==> src/rtl/emu_csr_sequencer_if.sv <==
// AXI-lite bus between the CSR sequencer (master) and the emulator
// control slave port.
//   master modport: drives AW/W/AR valids, addresses, data, strobes, prot
//                   and B/R readys
//   slave modport : drives AW/W/AR readys, B/R valids, response codes and
//                   read data
interface emu_csr_sequencer_if #(
  parameter int unsigned ADDR_WIDTH = 12
);
  // write address channel
  logic                  awvalid;
  logic                  awready;
  logic [ADDR_WIDTH-1:0] awaddr;
  logic [2:0]            awprot;
  // write data channel
  logic                  wvalid;
  logic                  wready;
  logic [31:0]           wdata;
  logic [3:0]            wstrb;
  // write response channel
  logic                  bvalid;
  logic                  bready;
  logic [1:0]            bresp;
  // read address channel
  logic                  arvalid;
  logic                  arready;
  logic [ADDR_WIDTH-1:0] araddr;
  logic [2:0]            arprot;
  // read data channel
  logic                  rvalid;
  logic                  rready;
  logic [31:0]           rdata;
  logic [1:0]            rresp;

  modport master (
    output awvalid, awaddr, awprot,
    input  awready,
    output wvalid, wdata, wstrb,
    input  wready,
    input  bvalid, bresp,
    output bready,
    output arvalid, araddr, arprot,
    input  arready,
    input  rvalid, rdata, rresp,
    output rready
  );

  modport slave (
    input  awvalid, awaddr, awprot,
    output awready,
    input  wvalid, wdata, wstrb,
    output wready,
    output bvalid, bresp,
    input  bready,
    input  arvalid, araddr, arprot,
    output arready,
    output rvalid, rdata, rresp,
    input  rready
  );
endinterface

==> src/rtl/emu_csr_sequencer.sv <==
// CSR command sequencer: executes WRITE / READ / POLL commands as AXI-lite
// master transactions against the emulator control port, returning exactly
// one response (read data + status) per command, strictly in order.
//   clk, resetn        : clock, asynchronous active-low reset
//   cmd_*              : command stream (valid/ready), op/addr/wdata/expect
//   rsp_*              : response stream (valid/ready), rdata/status
//   m_axilite          : AXI-lite master port (emu_csr_sequencer_if.master)
module emu_csr_sequencer #(
  parameter int unsigned ADDR_WIDTH     = 12,
  parameter int unsigned POLL_INTERVAL  = 20,
  parameter int unsigned POLL_MAX_TRIES = 0,
  parameter int unsigned CNT_WIDTH      = 16
) (
  input  logic                  clk,
  input  logic                  resetn,
  input  logic                  cmd_valid,
  output logic                  cmd_ready,
  input  logic [1:0]            cmd_op,
  input  logic [ADDR_WIDTH-1:0] cmd_addr,
  input  logic [31:0]           cmd_wdata,
  input  logic [31:0]           cmd_expect,
  output logic                  rsp_valid,
  input  logic                  rsp_ready,
  output logic [31:0]           rsp_rdata,
  output logic [1:0]            rsp_status,
  emu_csr_sequencer_if.master   m_axilite
);

  localparam logic [1:0] OP_WRITE = 2'd0;
  localparam logic [1:0] OP_READ  = 2'd1;
  localparam logic [1:0] OP_POLL  = 2'd2;

  localparam logic [1:0] ST_OK      = 2'd0;
  localparam logic [1:0] ST_AXI_ERR = 2'd1;
  localparam logic [1:0] ST_TIMEOUT = 2'd2;
  localparam logic [1:0] ST_ILLEGAL = 2'd3;

  // last count value of the inter-poll wait (guarded for a zero interval)
  localparam logic [CNT_WIDTH-1:0] WAIT_LAST =
    (POLL_INTERVAL == 0) ? '0 : CNT_WIDTH'(POLL_INTERVAL - 1);
  localparam logic [CNT_WIDTH-1:0] MAX_TRIES = CNT_WIDTH'(POLL_MAX_TRIES);

  typedef enum logic [2:0] {
    S_IDLE, S_WR_REQ, S_WR_RESP, S_RD_REQ, S_RD_DATA, S_POLL_WAIT, S_RSP
  } state_e;

  state_e                state_q,      state_d;
  logic [1:0]            op_q,         op_d;
  logic [ADDR_WIDTH-1:0] addr_q,       addr_d;
  logic [31:0]           wdata_q,      wdata_d;
  logic [31:0]           expect_q,     expect_d;
  logic [CNT_WIDTH-1:0]  tries_q,      tries_d;
  logic [CNT_WIDTH-1:0]  wait_q,       wait_d;
  logic                  cmd_ready_q,  cmd_ready_d;
  logic                  awvalid_q,    awvalid_d;
  logic                  wvalid_q,     wvalid_d;
  logic                  bready_q,     bready_d;
  logic                  arvalid_q,    arvalid_d;
  logic                  rready_q,     rready_d;
  logic                  rsp_valid_q,  rsp_valid_d;
  logic [31:0]           rsp_rdata_q,  rsp_rdata_d;
  logic [1:0]            rsp_status_q, rsp_status_d;

  logic                  aw_done, w_done;
  logic [CNT_WIDTH-1:0]  tries_inc;
  logic                  poll_match;

  // Next-state and registered-output computation
  always_comb begin
    state_d      = state_q;
    op_d         = op_q;
    addr_d       = addr_q;
    wdata_d      = wdata_q;
    expect_d     = expect_q;
    tries_d      = tries_q;
    wait_d       = wait_q;
    cmd_ready_d  = cmd_ready_q;
    awvalid_d    = awvalid_q;
    wvalid_d     = wvalid_q;
    bready_d     = bready_q;
    arvalid_d    = arvalid_q;
    rready_d     = rready_q;
    rsp_valid_d  = rsp_valid_q;
    rsp_rdata_d  = rsp_rdata_q;
    rsp_status_d = rsp_status_q;

    // a channel is complete once its valid has dropped or handshakes now
    aw_done    = !awvalid_q || m_axilite.awready;
    w_done     = !wvalid_q  || m_axilite.wready;
    tries_inc  = (tries_q == '1) ? tries_q : tries_q + CNT_WIDTH'(1);
    poll_match = (m_axilite.rdata & wdata_q) == expect_q;

    unique case (state_q)
      S_IDLE: begin
        cmd_ready_d = 1'b1;
        if (cmd_valid && cmd_ready_q) begin
          op_d        = cmd_op;
          addr_d      = cmd_addr;
          wdata_d     = cmd_wdata;
          expect_d    = cmd_expect;
          tries_d     = '0;
          cmd_ready_d = 1'b0;
          if (cmd_op == OP_WRITE) begin
            awvalid_d = 1'b1;
            wvalid_d  = 1'b1;
            state_d   = S_WR_REQ;
          end else if (cmd_op == OP_READ || cmd_op == OP_POLL) begin
            arvalid_d = 1'b1;
            state_d   = S_RD_REQ;
          end else begin
            rsp_valid_d  = 1'b1;
            rsp_rdata_d  = '0;
            rsp_status_d = ST_ILLEGAL;
            state_d      = S_RSP;
          end
        end
      end

      S_WR_REQ: begin
        if (awvalid_q && m_axilite.awready) awvalid_d = 1'b0;
        if (wvalid_q && m_axilite.wready)   wvalid_d  = 1'b0;
        if (aw_done && w_done) begin
          bready_d = 1'b1;
          state_d  = S_WR_RESP;
        end
      end

      S_WR_RESP: begin
        if (m_axilite.bvalid) begin
          bready_d     = 1'b0;
          rsp_valid_d  = 1'b1;
          rsp_rdata_d  = '0;
          rsp_status_d = (m_axilite.bresp != 2'd0) ? ST_AXI_ERR : ST_OK;
          state_d      = S_RSP;
        end
      end

      S_RD_REQ: begin
        if (m_axilite.arready) begin
          arvalid_d = 1'b0;
          rready_d  = 1'b1;
          state_d   = S_RD_DATA;
        end
      end

      S_RD_DATA: begin
        if (m_axilite.rvalid) begin
          rready_d    = 1'b0;
          rsp_rdata_d = m_axilite.rdata;
          if (op_q != OP_POLL) begin
            rsp_valid_d  = 1'b1;
            rsp_status_d = (m_axilite.rresp != 2'd0) ? ST_AXI_ERR : ST_OK;
            state_d      = S_RSP;
          end else begin
            tries_d = tries_inc;
            if (m_axilite.rresp != 2'd0) begin
              rsp_valid_d  = 1'b1;
              rsp_status_d = ST_AXI_ERR;
              state_d      = S_RSP;
            end else if (poll_match) begin
              rsp_valid_d  = 1'b1;
              rsp_status_d = ST_OK;
              state_d      = S_RSP;
            end else if (MAX_TRIES != '0 && tries_inc == MAX_TRIES) begin
              rsp_valid_d  = 1'b1;
              rsp_status_d = ST_TIMEOUT;
              state_d      = S_RSP;
            end else if (POLL_INTERVAL == 0) begin
              arvalid_d = 1'b1;
              state_d   = S_RD_REQ;
            end else begin
              wait_d  = '0;
              state_d = S_POLL_WAIT;
            end
          end
        end
      end

      // exactly POLL_INTERVAL idle cycles before the next poll read
      S_POLL_WAIT: begin
        if (wait_q == WAIT_LAST) begin
          arvalid_d = 1'b1;
          state_d   = S_RD_REQ;
        end else begin
          wait_d = wait_q + CNT_WIDTH'(1);
        end
      end

      S_RSP: begin
        if (rsp_ready) begin
          rsp_valid_d = 1'b0;
          cmd_ready_d = 1'b1;
          state_d     = S_IDLE;
        end
      end

      default: begin
        state_d = S_IDLE;
      end
    endcase
  end

  // State and output registers
  always_ff @(posedge clk or negedge resetn) begin
    if (!resetn) begin
      state_q      <= S_IDLE;
      op_q         <= 2'd0;
      addr_q       <= '0;
      wdata_q      <= '0;
      expect_q     <= '0;
      tries_q      <= '0;
      wait_q       <= '0;
      cmd_ready_q  <= 1'b0;
      awvalid_q    <= 1'b0;
      wvalid_q     <= 1'b0;
      bready_q     <= 1'b0;
      arvalid_q    <= 1'b0;
      rready_q     <= 1'b0;
      rsp_valid_q  <= 1'b0;
      rsp_rdata_q  <= '0;
      rsp_status_q <= 2'd0;
    end else begin
      state_q      <= state_d;
      op_q         <= op_d;
      addr_q       <= addr_d;
      wdata_q      <= wdata_d;
      expect_q     <= expect_d;
      tries_q      <= tries_d;
      wait_q       <= wait_d;
      cmd_ready_q  <= cmd_ready_d;
      awvalid_q    <= awvalid_d;
      wvalid_q     <= wvalid_d;
      bready_q     <= bready_d;
      arvalid_q    <= arvalid_d;
      rready_q     <= rready_d;
      rsp_valid_q  <= rsp_valid_d;
      rsp_rdata_q  <= rsp_rdata_d;
      rsp_status_q <= rsp_status_d;
    end
  end

  assign cmd_ready  = cmd_ready_q;
  assign rsp_valid  = rsp_valid_q;
  assign rsp_rdata  = rsp_rdata_q;
  assign rsp_status = rsp_status_q;

  assign m_axilite.awvalid = awvalid_q;
  assign m_axilite.awaddr  = addr_q;
  assign m_axilite.awprot  = 3'b000;
  assign m_axilite.wvalid  = wvalid_q;
  assign m_axilite.wdata   = wdata_q;
  assign m_axilite.wstrb   = 4'hF;
  assign m_axilite.bready  = bready_q;
  assign m_axilite.arvalid = arvalid_q;
  assign m_axilite.araddr  = addr_q;
  assign m_axilite.arprot  = 3'b000;
  assign m_axilite.rready  = rready_q;

endmodule

==> src/flat_wrapper.sv <==
// flat-port wrapper written by rule: the top's interface ports become plain ports
module emu_csr_sequencer_flat 
#(
  parameter int unsigned ADDR_WIDTH     = 12,
  parameter int unsigned POLL_INTERVAL  = 20,
  parameter int unsigned POLL_MAX_TRIES = 0,
  parameter int unsigned CNT_WIDTH      = 16
)
  (clk, resetn, cmd_valid, cmd_ready, cmd_op, cmd_addr, cmd_wdata, cmd_expect, rsp_valid, rsp_ready, rsp_rdata, rsp_status, m_axilite_awvalid, m_axilite_awaddr, m_axilite_awprot, m_axilite_awready, m_axilite_wvalid, m_axilite_wdata, m_axilite_wstrb, m_axilite_wready, m_axilite_bvalid, m_axilite_bresp, m_axilite_bready, m_axilite_arvalid, m_axilite_araddr, m_axilite_arprot, m_axilite_arready, m_axilite_rvalid, m_axilite_rdata, m_axilite_rresp, m_axilite_rready);
  emu_csr_sequencer_if #(.ADDR_WIDTH(ADDR_WIDTH)) m_axilite_i ();
  input  logic clk;
  input  logic resetn;
  input  logic cmd_valid;
  output logic cmd_ready;
  input  logic [1:0] cmd_op;
  input  logic [ADDR_WIDTH-1:0] cmd_addr;
  input  logic [31:0] cmd_wdata;
  input  logic [31:0] cmd_expect;
  output logic rsp_valid;
  input  logic rsp_ready;
  output logic [31:0] rsp_rdata;
  output logic [1:0] rsp_status;
  output wire logic [$bits(m_axilite_i.awvalid)-1:0] m_axilite_awvalid;
  output wire logic [$bits(m_axilite_i.awaddr)-1:0] m_axilite_awaddr;
  output wire logic [$bits(m_axilite_i.awprot)-1:0] m_axilite_awprot;
  input wire logic [$bits(m_axilite_i.awready)-1:0] m_axilite_awready;
  output wire logic [$bits(m_axilite_i.wvalid)-1:0] m_axilite_wvalid;
  output wire logic [$bits(m_axilite_i.wdata)-1:0] m_axilite_wdata;
  output wire logic [$bits(m_axilite_i.wstrb)-1:0] m_axilite_wstrb;
  input wire logic [$bits(m_axilite_i.wready)-1:0] m_axilite_wready;
  input wire logic [$bits(m_axilite_i.bvalid)-1:0] m_axilite_bvalid;
  input wire logic [$bits(m_axilite_i.bresp)-1:0] m_axilite_bresp;
  output wire logic [$bits(m_axilite_i.bready)-1:0] m_axilite_bready;
  output wire logic [$bits(m_axilite_i.arvalid)-1:0] m_axilite_arvalid;
  output wire logic [$bits(m_axilite_i.araddr)-1:0] m_axilite_araddr;
  output wire logic [$bits(m_axilite_i.arprot)-1:0] m_axilite_arprot;
  input wire logic [$bits(m_axilite_i.arready)-1:0] m_axilite_arready;
  input wire logic [$bits(m_axilite_i.rvalid)-1:0] m_axilite_rvalid;
  input wire logic [$bits(m_axilite_i.rdata)-1:0] m_axilite_rdata;
  input wire logic [$bits(m_axilite_i.rresp)-1:0] m_axilite_rresp;
  output wire logic [$bits(m_axilite_i.rready)-1:0] m_axilite_rready;
  assign m_axilite_awvalid = m_axilite_i.awvalid;
  assign m_axilite_awaddr = m_axilite_i.awaddr;
  assign m_axilite_awprot = m_axilite_i.awprot;
  assign m_axilite_i.awready = m_axilite_awready;
  assign m_axilite_wvalid = m_axilite_i.wvalid;
  assign m_axilite_wdata = m_axilite_i.wdata;
  assign m_axilite_wstrb = m_axilite_i.wstrb;
  assign m_axilite_i.wready = m_axilite_wready;
  assign m_axilite_i.bvalid = m_axilite_bvalid;
  assign m_axilite_i.bresp = m_axilite_bresp;
  assign m_axilite_bready = m_axilite_i.bready;
  assign m_axilite_arvalid = m_axilite_i.arvalid;
  assign m_axilite_araddr = m_axilite_i.araddr;
  assign m_axilite_arprot = m_axilite_i.arprot;
  assign m_axilite_i.arready = m_axilite_arready;
  assign m_axilite_i.rvalid = m_axilite_rvalid;
  assign m_axilite_i.rdata = m_axilite_rdata;
  assign m_axilite_i.rresp = m_axilite_rresp;
  assign m_axilite_rready = m_axilite_i.rready;
  emu_csr_sequencer #(.ADDR_WIDTH(ADDR_WIDTH), .POLL_INTERVAL(POLL_INTERVAL), .POLL_MAX_TRIES(POLL_MAX_TRIES), .CNT_WIDTH(CNT_WIDTH)) u_core (.clk(clk), .resetn(resetn), .cmd_valid(cmd_valid), .cmd_ready(cmd_ready), .cmd_op(cmd_op), .cmd_addr(cmd_addr), .cmd_wdata(cmd_wdata), .cmd_expect(cmd_expect), .rsp_valid(rsp_valid), .rsp_ready(rsp_ready), .rsp_rdata(rsp_rdata), .rsp_status(rsp_status), .m_axilite(m_axilite_i));
endmodule
==> config.mk <==
export PLATFORM = sky130hd
export DESIGN_NAME = emu_csr_sequencer_flat
export DESIGN_NICKNAME = d
export VERILOG_FILES = /design/src/rtl/emu_csr_sequencer_if.sv /design/src/rtl/emu_csr_sequencer.sv /design/src/flat_wrapper.sv
export SDC_FILE = /design/constraint.sdc
export NUM_CORES = 1
export LEC_CHECK = 0
export BUFFER_PORTS_ARGS = -buffer_cell sky130_fd_sc_hd__buf_2
export CAP_MARGIN = 30
export CORE_MARGIN = 10
export CORE_UTILIZATION = 25
export CTS_CLUSTER_DIAMETER = 80
export DETAILED_ROUTE_END_ITERATION = 12
export PLACE_DENSITY = 0.42
export SLEW_MARGIN = 10
export SYNTH_ARGS = -nofsm -noshare
export SYNTH_HDL_FRONTEND = slang
export SYNTH_SLANG_ARGS = --single-unit
==> constraint.sdc <==
create_clock -name clk -period 5 [get_ports clk]
set_input_delay 0.5 -clock clk [delete_from_list [all_inputs] [get_ports clk]]
set_output_delay 0.5 -clock clk [all_outputs]
set_load 0.03 [all_outputs]
## Word-level counts from Yosys, hierarchy flattened

Cells that the tools add are included.

| cells by class | value |
|---|---|
| bitwise gates (word level) | 1 |
| eq/ne operators | 29 |
| reduce and logical (&&, ||, !) cells | 33 |
| multiplexer cells | 67 |
| add/sub/neg operators | 1 |

Operator list:

| operator | number |
|---|---|
| 32-bit two-way mux | 5 |
| 32-bit case mux with 3 select lines | 1 |
| 16-bit two-way mux | 5 |
| 3-bit two-way mux | 11 |
| 32-bit bitwise AND | 1 |
| 32-bit equality test | 1 |
| 16-bit case mux with 2 select lines | 1 |
| 1-bit two-way mux | 26 |
| 2-bit inequality test, second input constant | 11 |
| 3-bit case mux with 7 select lines | 1 |
| 2-bit two-way mux | 9 |
| 6-bit AND reduction | 3 |
| 16-bit by 1-bit adder with 16-bit output, second input constant | 1 |
| 16-bit by 5-bit equality test with 1-bit output, second input constant | 1 |
| 2-bit by 1-bit inequality test with 1-bit output, second input constant | 7 |
| 7-bit AND reduction | 2 |
| 2-bit nonzero test | 7 |
| 1-bit case mux with 2 select lines | 5 |
| 3-bit equality test, second input constant | 3 |
| 4-bit AND reduction | 2 |
| 8-bit AND reduction | 1 |
| 3-bit by 2-bit equality test with 1-bit output, second input constant | 2 |
| 2-bit case mux with 3 select lines | 1 |
| 3-bit AND reduction | 2 |
| other kinds (14) | 22 |

| storage, ports and cells | value |
|---|---|
| output and inout bits | 107 |
| input bits | 123 |
| logic and storage cells | 146 |
| flip-flop bits (word level) | 138 |

## Depth between registers and ports, before layout

Gate-level depths: netlist of the first run.

| logic depth | value |
|---|---|
| word-level depth | 7 |
| gate-level depth with buffers | 9 |
| depth with buffers taken out | 7 |

## Worst setup path after synthesis of the first run

Ideal clock, no wire load.

| timing path | value |
|---|---|
| kind | input-to-reg |
| from | input cmd_op[0] |
| to | register u_core.rsp_status_q[0], in the netlist u_core.rsp_status[0] |
| buffers on the path | 1 |
| required time | 4875 ps |
| library setup time | 125 ps |
| arrival time | 1935 ps |
| stages on the path | 8 |
| path slack | 2940 ps |
| cells stage by stage | inv_1 -> ha_1 -> nor2_1 -> o311ai_1 -> clkbuf_1 -> inv_2 -> o21ai_1 -> mux2_2 |

| between the ends | value |
|---|---|
| word-level cells in the longest chain between the ends | 4 |
| elaborated cells between the ends (all ways) | 7 |
| classes of those cells | eq/ne (4); reduce/logical (3) |

Ends and longest elaborated chain:

| element | line | RTL |
|---|---|---|
| start: declaration | flat_wrapper.sv:15 | `input logic [1:0] cmd_op;` |
| 2-bit by 1-bit equality test with 1-bit output / 2-bit equality test (equally long branches) | emu_csr_sequencer.sv:107 | `end else if (cmd_op == OP_READ \|\| cmd_op == OP_POLL) begin` |
| 1-bit logical OR | emu_csr_sequencer.sv:107 |  |
| 2-bit inequality test (no line) | -- |  |
| 7-bit AND reduction (no line) (*) | -- |  |
| end signal: assignment | emu_csr_sequencer.sv:238 | `rsp_status_q <= rsp_status_d;` |
| end: declaration | emu_csr_sequencer.sv:62 | `logic [1:0] rsp_status_q, rsp_status_d;` |

Mark *: on every way between the ends. The rest lies on a longest branch, timed or not.
A chain may end at the register's enable or synchronous reset.

## Worst setup path after layout of the first run

| timing path | value |
|---|---|
| from | register u_core.state_q[0] |
| to | register u_core.expect_q[29] |

| between the ends | value |
|---|---|
| word-level cells in the longest chain between the ends | 2 |

Ends and longest elaborated chain:

| element | line | RTL |
|---|---|---|
| start: declaration | emu_csr_sequencer.sv:47 | `state_e state_q, state_d;` |
| start signal: assignment | emu_csr_sequencer.sv:223 | `state_q <= state_d;` |
| 3-bit logical NOT | emu_csr_sequencer.sv:93 | `unique case (state_q)` |
| 2-bit AND reduction (no line) | -- |  |
| end signal: assignment | emu_csr_sequencer.sv:227 | `expect_q <= expect_d;` |
| end: declaration | emu_csr_sequencer.sv:51 | `logic [31:0] expect_q, expect_d;` |

Every way passes these cells.

==> metrics, run 1 <==
cell family with most CP delay simple AND/OR/NAND/NOR gates; CTS Buffer Depth 2; Max stage delay cell, worst path nand3_4; DRT iter0 DRCs 247; reg-to-reg startpoint u_core.state_q[0]$_DFFE_PN0P_; mean post-synth cell area 10.62 um^2; drt first pass iters 5; setup TNS 0 ns; Die W 183.6 um; most common cell after layout, fill and taps aside buf_2; Cell variety after synth 54; Reg2Reg Setup Slack between 1.5 and 2 ns; pre-CTS WS 1.963 ns; final hold violation count 0; Worst slew margin 0.4088; clk sinks 138; Seq/Total Area, Yosys 0.5161; first-pass GRT wire length 33.64 mm; Site Rows 59; crit path DAT 3.33 ns; CTS tree built; synth warn 0; ANT nets after route 0; Hold Path Origin cmd_addr[11]; crit-path cells nor3_1 -> nand3_4 -> buf_4 -> mux2_2; RSZ-0062 raised after global routing no; antenna violations before repair 8; Num CTS Buffers 17; CP peak stage delay about 0.73 ns; pwr/cell area 710.3 nW/um^2; gpl congestion between 0.7 and 0.8; area grow syn2layout 29.82%; Worst Path Required between 5 and 6 ns; most frequent cells in the layout buf_2, dfrtp_1, nand2_1; Die Y 183.6 um; Worst Max-Slew Pin Slew 0.8868 ns; WL/cell 18.11 um; Synth top area share 0.5161; Via Count 5,391; post-synthesis instance total 630; Post-Syn Area 6691 um^2; largest net degree at the start of global routing 66; status finished, final reports clean; Max VDD drop 0.0002833 V; post-layout util 0.3315; post-synth top area cell dfrtp_1; Seq cells post-synth 138; fin crit share 0.6064; post-CTS setup buffers 0; Leak 4.193 nW; Final #Nets 958; final WL 21.46 mm; number of I/O port buffers 219; initial core utilization 0.2553; Final WS setup 1.968 ns; Skew-Pair Late Insertion Delay 0.42 ns; grt total ovfl 0; number of global-route vias before repair roughly 5,800; Reg clk slew, reported paths 0.07 ns; Slew Viols, Final 0; CTS H-tree depth 4; fraction of layout cells with a size suffix above 1 0.4111; CTS root buffer clkbuf_16; FFs w/ async S/R, synth 1.000; gr usage total 0.1269; Buffers & Inverters on Critical Path 1; Max Fclk between 300 and 400 MHz; number of synthesized flops with an enable pin 0; Worst Clk Skew 0.01416 ns; # setup viols final 0; Post-route DRC 0; # IOs 230; crit-path max FO between 50 and 60; vias per cell 4.549; Max Cap Viol 0; Min-Delay Path Class primary input to register; nature of the critical path startpoint register; dpl hpwl 16.03 mm; Crit Path Class register to register; crit path time final 3.032 ns; die area 33,710 um^2; Synth Flop Type dfrtp_1; most area-consuming cells after synthesis dfrtp_1, mux2_2, nand2_1, o21ai_0, buf_4; CP Capture Type register; total core area 26,210 um^2; CP startpoint u_core.state_q[0]$_DFFE_PN0P_
Yosys cell counts, drive strengths merged (6+ instances only):
| cell | number |
|---|---|
| dfrtp | 138 |
| nand2 | 90 |
| mux2 | 78 |
| o21ai | 42 |
| buf | 40 |
| a21oi | 35 |
| and3 | 18 |
| nor2 | 17 |
| nand3 | 16 |
| clkbuf | 13 |
| nor3 | 13 |
| o22ai | 13 |
| inv | 12 |
| a21o | 11 |
| a21boi | 9 |
| a211oi | 8 |
| and3b | 8 |
| o22a | 8 |
| nand4 | 7 |
| mux2i | 6 |
area by class of cell:
type	count	area [um^2]
clock buffer	18	429.2
tap	335	419.2
fill	2662	17520
antenna	6	15.01
clock inverter	14	183.9
sequential	138	3453
multi-input combinational	435	2949
inverter	12	45.04
timing repair buffer	227	1192
final timing paths:
kind | to | cells after the start
max reg2reg | u_core.expect_q[29]$_DFFE_PN0P_ | 4
max in group asynchronous | u_core.expect_q[30]$_DFFE_PN0P_ | 3
min reg2reg | u_core.rsp_rdata[6]$_DFFE_PN0P_ | 2
min | u_core.m_axilite.araddr[11]$_DFFE_PN0P_ | 2
max | u_core.expect_q[29]$_DFFE_PN0P_ | 4
min in group asynchronous | u_core.state_q[2]$_DFFE_PN0P_ | 2
flip-flops by register name, summed over array words and instances (netlist names), 2 cells and up:
register	cells
u_core.expect_q	32
u_core.wait_q	16
u_core.m_axilite.araddr	12
u_core.op_q	2
u_core.rsp_rdata	32
u_core.m_axilite.wdata	32
u_core.state_q	3
u_core.rsp_status	2
metrics by stage:
step                      hold WS (ns)  instance area [um^2]  std cells  total power, mW
after global placement          0.4582                  8006       1144            4.881
after floorplan                 0.2044                  6721        638            4.045
after CTS                       0.2806                  8672       1179            6.304
after detailed placement        0.4472                  8049       1146            4.923
final                           0.3029                  8687       1185            6.170
after global routing            0.2778                  8675       1180            6.644
power breakdown:
part / leakage (nW) / internal, mW / switching (mW)
clock network: 0.293 / 0.798 / 0.541
logic: 2.22 / 1.02 / 1.69
registers: 1.68 / 1.64 / 0.493
per-layer routing:
metal,global-route usage,routed length (um),vias up
met4,0.02361,136,6
met3,0.06186,1915,15
met5,0,46,-
met2,0.2041,10130,160
li1,-,-,2647
met1,0.1514,9226,2563
cell families (layout without fill, tap and decap cells):
kind of cell | Yosys count | in the layout | synth area share
and+or+nand+nor | 194 | 194 | 0.1447
AOI/OAI and AO/OA | 143 | 143 | 0.1371
DFF | 138 | 138 | 0.5161
muxes | 84 | 84 | 0.1402
buffers and inverters | 65 | 271 | 0.05329
adders and majority gates | 4 | 4 | 0.007480
other | 2 | 16 | 0.001122
what timing repair did:
item,4_1_cts,5_1_grt
hold endpoints to repair,9,0
hold buffers,1,0
resized for setup,0,0
endpoints found under the setup margin,0,0
(Power assumes the default switching activity.)
==> run 2: changes to the inputs <==
clock period = 2.93 ns   (was 5 ns; I/O delays follow)
==> metrics, run 2 (synthesized netlist as in run 1, its figures left out) <==
status finished, final reports clean; pwr/cell area 1201 nW/um^2 (+69%); CTS H-tree depth 4 (unchanged); Worst Clk Skew 0.01778 ns (+0.003626 ns); dpl hpwl 16.09 mm (+0.39%); cell family with most CP delay simple AND/OR/NAND/NOR gates; DRT iter0 DRCs 295 (+19%); first-pass GRT wire length 33.29 mm (-1.1%); Site Rows 59 (unchanged); nature of the critical path startpoint register; cts hold-fix bufs 1 (unchanged); Min-Delay Path Class primary input to register; Multi-input gate area 2949 um^2 (unchanged); CTS Buffer Depth 2 (unchanged); number of I/O port buffers 219 (unchanged); final hold violation count 0 (unchanged); CTS root buffer clkbuf_16; clk sinks 138 (unchanged); largest net degree at the start of global routing 59 (-11%); most frequent cells in the layout buf_2, dfrtp_1, nand2_1; Die W 183.6 um (unchanged); CP Capture Type register; WL/cell 18.02 um (-0.48%); Worst slew margin 0.5221 (+0.1133); Skew-Pair Late Insertion Delay 0.42 ns (about the same); Num CTS Buffers 17 (unchanged); Slew Viols, Final 0 (unchanged); Max VDD drop 0.0006004 V (+110%); post-CTS setup buffers 0 (unchanged); Worst Max-Slew Pin Slew 0.7168 ns (-0.1700 ns); fin crit share 0.7751 (+0.1688); crit path DAT 2.60 ns (-0.73 ns); Worst Path Required 3.26 ns (-2.03 ns); gr usage total 0.1262 (-0.0007661); antenna violations before repair 8 (unchanged); Fill cells 2,721 (+2.2%); final WL 21.39 mm (-0.31%); WHS 0.09541 ns (-0.2075 ns); die area 33,710 um^2 (unchanged); Crit Path Class register to register; setup TNS 0 ns (unchanged); crit path time final 2.271 ns (-0.7607 ns); area grow syn2layout 29.36%; # setup viols final 0 (unchanged); Final #Nets 963 (+0.52%); crit-path cells a21o_1 -> a211oi_1 -> nand4_1 -> nor4_4 -> nor3_1 -> buf_4 -> o21ai_0; Reg clk slew, reported paths 0.07 ns (about the same); pre-CTS WS 0.5870 ns (-1.376 ns); CP peak stage delay 0.53 ns (-0.20 ns); most common cell after layout, fill and taps aside buf_2; Post-route DRC 0 (unchanged); Max stage delay cell, worst path nor4_4; Max Fclk 440.3 MHz (+33%); grt total ovfl 0 (unchanged); initial core utilization 0.2553 (unchanged); fraction of layout cells with a size suffix above 1 0.4134 (+0.002290); overall power after layout 10.40 mW (+68%); ANT nets after route 0 (unchanged); Die Y 183.6 um (unchanged); gpl congestion 0.7727 (-0.18%); drt first pass iters 4 (-1); number of global-route vias before repair 5,766 (-0.21%); Max Cap Viol 0 (unchanged); CTS tree built; Buffers & Inverters on Critical Path 1 (unchanged); Leak 4.186 nW (-0.18%); post-CTS sizing 0 (unchanged); # IOs 230 (unchanged); vias per cell 4.532 (-0.39%); RSZ-0062 raised after global routing no; Via Count 5,379 (-0.22%); Reg area 3453 um^2 (unchanged); crit-path max FO 12 (-79%); Final WS setup 0.6588 ns (-1.309 ns); total core area 26,210 um^2 (unchanged)
==> run 2: cell count changes in the layout (fill, tap and decap cells not counted), sizes merged <==
| cell | change |
|---|---|
| clkinv | -2 |
| inv | +2 |
| clkinvlp | +1 |
| diode | -3 |
| buf | +5 |
| clkbuf | +1 |
| bufinv | -2 |
==> run 2: cell type report <==
| cell class | count | share of cell area |
|---|---|---|
| Clock inverter | 13 | 0.01547 |
| Antenna cell | 3 | 0.0008673 |
| Sequential cell | 138 | 0.3990 |
| Timing Repair Buffer | 232 | 0.1404 |
| Multi-Input combinational cell | 435 | 0.3407 |
| Inverter | 12 | 0.005204 |
| Tap cell | 335 | 0.04842 |
| Clock buffer | 19 | 0.05001 |
==> run 2: power by group <==
part           internal, mW  switching [mW]
logic                  1.74            2.94
clock network          1.20           0.929
registers              2.79           0.793
total                  5.73            4.66
==> run 2: routing by layer <==
metal / vias to the layer above / global-route usage / share of wire
met3: 22 / 0.05731 / 0.093
li1: 2656 / - / -
met4: 8 / 0.03541 / 0.011
met5: - / 0 / 0.0025
met2: 171 / 0.1986 / 0.46
met1: 2522 / 0.1522 / 0.43
==> run 2: final timing paths <==
path                                                              from                                     end  slack (ns)  cells past startpoint
worst max-delay path            u_core.m_axilite.wdata[16]$_DFFE_PN0P_            u_core.wait_q[0]$_DFFE_PN0P_        0.66                      7
worst min-delay path                                     cmd_wdata[16]  u_core.m_axilite.wdata[16]$_DFFE_PN0P_         0.1                      2
worst max register to register  u_core.m_axilite.wdata[16]$_DFFE_PN0P_            u_core.wait_q[0]$_DFFE_PN0P_        0.66                      7
worst min register to register        u_core.rsp_rdata[13]$_DFFE_PN0P_        u_core.rsp_rdata[13]$_DFFE_PN0P_        0.48                      2
max in group asynchronous                                       resetn  u_core.m_axilite.wdata[31]$_DFFE_PN0P_        1.69                      3
min in group asynchronous                                       resetn  u_core.m_axilite.wdata[11]$_DFFE_PN0P_        0.43                      2
==> run 2: worst register-to-register path, stage by stage, from the launching register on <==
cell	delay [ns]
dfrtp_1	0.41
a21o_1	0.19
a211oi_1	0.28
nand4_1	0.26
nor4_4	0.53
nor3_1	0.13
buf_4	0.21
o21ai_0	0.18
==> run 2: metrics by stage <==
| step | utilization | area (um^2) | cells |
|---|---|---|---|
| CTS | 0.3300 | 8648 | 1184 |
| floorplan | - | 6721 | 638 |
| global route | 0.3301 | 8651 | 1185 |
| finish | 0.3303 | 8656 | 1187 |
| global placement | 0.3080 | 8071 | 1151 |
| detailed placement | 0.3080 | 8071 | 1151 |
==> run 3: changes to the inputs <==
ABC_AREA = 1   (was unset)
PLACE_DENSITY = 0.43   (was 0.42)
clock period = 1.83 ns   (was 2.93 ns; I/O delays follow)
==> metrics, run 3 <==
status complete, but fails checks; failing checks negative setup slack; WL/cell 15.25 um (-15%); met2 GRT Util 0.2291 (+0.03057); fin crit share 1.017 (+0.2415); Worst Path Required 2.18 ns (-1.08 ns); drt first pass iters 4 (unchanged); Sequential Power Share 0.279 (-0.066); worst-case reg-to-reg path depth 12 (+5); total core area 27,100 um^2 (+3.4%); Max VDD drop 0.0008148 V (+36%); CP peak stage delay 0.45 ns (-0.08 ns); post-synth top area cell dfrtp_1; most common cell after layout, fill and taps aside nand2_1; Simple-Gate Fraction of Synth Area 0.3231 (+0.1784); fraction of layout cells with a size suffix above 1 0.2976 (-0.1159); crit-path max FO 6 (-6); Reg2Reg Setup Slack -0.03 ns (-0.69 ns); setup TNS -0.2067 ns (-0.2067 ns); Num CTS Buffers 17 (unchanged); nature of the critical path startpoint register; Die Y 186.3 um (+1.5%); # IOs 230 (unchanged); NetSw 7.880 mW (+69%); # setup viols final 16 (+16); CTS root buffer clkbuf_16; RSZ-0062 raised after global routing yes; gr usage total 0.1385 (+0.01236); area grow syn2layout 51.96%; Final #Nets 1,391 (+44%); Slew Viols, Final 0 (unchanged); Synth top area share 0.4994 (-0.01671); RR Endpoint u_core.rsp_rdata[0]$_DFFE_PN0P_; Cell variety after synth 31 (-43%); M1 GR Usage 0.1678 (+0.01559); ANT nets after route 0 (unchanged); Post-route DRC 0 (unchanged); Buffers & Inverters on Critical Path 5 (+4); most area-consuming cells after synthesis dfrtp_1, nand2_1, nand3_1, inv_1, o21ai_0; CTS tree built; cell family with most CP delay simple AND/OR/NAND/NOR gates; CTS Buffer Depth 2 (unchanged); gpl congestion 0.8192 (+6.0%); die area 34,710 um^2 (+3.0%); commonest cells in the synthesized netlist nand2_1, dfrtp_1, inv_1; CP startpoint u_core.state_q[0]$_DFFE_PN0P_; Synth Area in Compound Gates 0.05754 (-0.07952); most frequent cells in the layout nand2_1, buf_2, dfrtp_1; crit path time final 1.860 ns (-0.4108 ns); crit-path cells nor2_4 -> nand2_4 -> inv_4 -> nor2_2 -> inv_2 -> o21ai_2 -> nor3_4 -> buf_6 -> buf_12 -> clkbuf_16 -> nand3_1 -> o21ai_1; post-synthesis instance total 919 (+46%); dpl hpwl 18.40 mm (+14%); Final WS setup -0.03036 ns (-0.6892 ns); mean post-synth cell area 7.525 um^2 (-29%); Via Count 6,976 (+30%); Site Rows 60 (+1.7%); DRT iter0 DRCs 278 (-5.8%); Max stage delay cell, worst path dfrtp_2; synth warn 0 (unchanged); Post-Syn Area 6915 um^2 (+3.3%); XOR/XNOR Fraction of Synth Area 0.008866 (+0.008866); Critical Path Sink u_core.rsp_rdata[0]$_DFFE_PN0P_; WP depth 12 (+5); pre-CTS WS 0.01727 ns (-0.5698 ns); M3 GR Usage 0.04115 (-0.01616); mux share of post-synthesis cell area 0 (-0.1402); CTS H-tree depth 4 (unchanged); number of I/O port buffers 219 (unchanged); largest family of logic cells by synthesized area simple AND/OR/NAND/NOR gates; crit path DAT 2.21 ns (-0.39 ns); Cell Int Power 9.950 mW (+74%); Crit Path Class register to register; Synth Flop Type dfrtp_1; Skew-Pair Late Insertion Delay 0.42 ns (about the same); WHS 0.007376 ns (-0.08803 ns); busiest grt layer met2; Leak 5.552 nW (+33%); clock share of power 0.197 (-0.007); FFs w/ async S/R, synth 1.000 (unchanged); Max Cap Viol 0 (unchanged); Worst Clk Skew 0.01221 ns (-0.005578 ns); number of synthesized flops with an enable pin 0 (unchanged); Reg clk slew, reported paths 0.06 ns (about the same); Seq cells post-synth 138 (unchanged); largest net degree at the start of global routing 39 (-34%); reg-to-reg startpoint u_core.state_q[0]$_DFFE_PN0P_; post-layout util 0.3878 (+0.05747); Min-Delay Path Class primary input to register; Sw Share 0.4419 (-0.006566); pwr/cell area 1697 nW/um^2 (+41%); Fill cells 2,869 (+5.4%); grt total ovfl 0 (unchanged); Seq/Total Area, Yosys 0.4994 (-0.01671); first-pass GRT wire length 39.19 mm (+18%); Adder-Cell Fraction of Synth Area 0.007237 (-0.0002422); number of global-route vias before repair 7,247 (+26%); CP Capture Type register; final WL 25.20 mm (+18%); antenna violations before repair 5 (-3); combinational power share 0.523 (+0.072); clk sinks 138 (unchanged); Die W 186.3 um (+1.5%); final hold violation count 0 (unchanged); vias per cell 4.223 (-6.8%); Hold Path Origin cmd_expect[5]; most frequent cell after synthesis nand2_1; Max Fclk 537.5 MHz (+22%); initial core utilization 0.2552 (about the same)
run 3: cell count changes in the layout (fill, tap and decap cells not counted), moves of 14 or more:
cell,before,now
a21oi_1,35,2
nand2_1,90,365
dlygate4sd3_1,1,73
o21ai_1,1,26
inv_1,11,96
and3_1,18,0
mux2_2,78,0
buf_4,11,58
nand3_1,15,82
nor2_1,16,30
run 3: tightest hold or removal path, delay by kind of cell:
kind                   cells  cell delay [ns]
buffers and inverters      1             0.08
AO/OA/AOI/OAI              1             0.07
AND/OR/NAND/NOR            1             0.06
run 3: what timing repair did:
action,4_1_cts,5_1_grt
hold buffers,73,0
cloned,0,7
pin swaps,0,10
endpoints found under the setup margin,1,53
hold endpoints to repair,105,0
gates resized for setup,1,57
setup buffers,0,12
run 3: worst min path at each step:
stage | slack, ns | cells after the start | endpoint
final | 0.007 | 3 | u_core.expect_q[5]$_DFFE_PN0P_
after global placement | 0.14 | 1 | u_core.m_axilite.wdata[5]$_DFFE_PN0P_
after detailed placement | 0.14 | 1 | u_core.rsp_rdata[4]$_DFFE_PN0P_
after CTS | 0.0003 | 3 | u_core.expect_q[5]$_DFFE_PN0P_
after floorplan | -0.11 | 0 | u_core.cmd_ready$_DFFE_PN0P_
after global routing | 0.02 | 3 | u_core.rsp_rdata[9]$_DFFE_PN0P_
run 3: layout make-up:
class | count | area (um^2) | area share
Antenna cell | 3 | 7.507 | 0.0007144
Clock buffer | 18 | 429.2 | 0.04084
Clock inverter | 14 | 161.4 | 0.01536
Inverter | 104 | 392.9 | 0.03739
Multi-Input combinational cell | 634 | 2938 | 0.2796
Sequential cell | 138 | 3457 | 0.3290
Tap cell | 372 | 465.4 | 0.04429
Timing Repair Buffer | 369 | 2658 | 0.2529
run 3: routing by layer:
metal,part of all wire,wire [um],vias to the layer above
met3,0.058,1455,37
li1,-,-,3535
met4,0.022,555,6
met2,0.48,12010,151
met5,0.0013,33,-
met1,0.44,11140,3247
run 3: stage by stage:
stage / std cells / power, mW / cell area, um^2
finish: 1652 / 17.83 / 10510
CTS: 1630 / 16.51 / 10070
floorplan: 927 / 9.871 / 6945
global placement: 1525 / 12.75 / 8746
global route: 1651 / 19.13 / 10510
detailed placement: 1525 / 12.78 / 8746
run 3: power by group through the flow:
stage / Sequential (mW) / Clock [mW] / Combinational, mW
3_3_place_gp: 5.01 / 0 / 7.74
6_report: 4.98 / 3.51 / 9.33
4_1_cts: 4.98 / 3.60 / 7.93
3_5_place_dp: 5.01 / 0 / 7.77
2_1_floorplan: 6.31 / 0 / 3.56
5_1_grt: 5.16 / 3.74 / 10.2
run 3: cells by family after synthesis:
family,count (synthesis)
buf+inv,155
simple gates,536
fa+ha+maj,4
compound gates,77
other cells,2
flops,138
xor+xnor,7
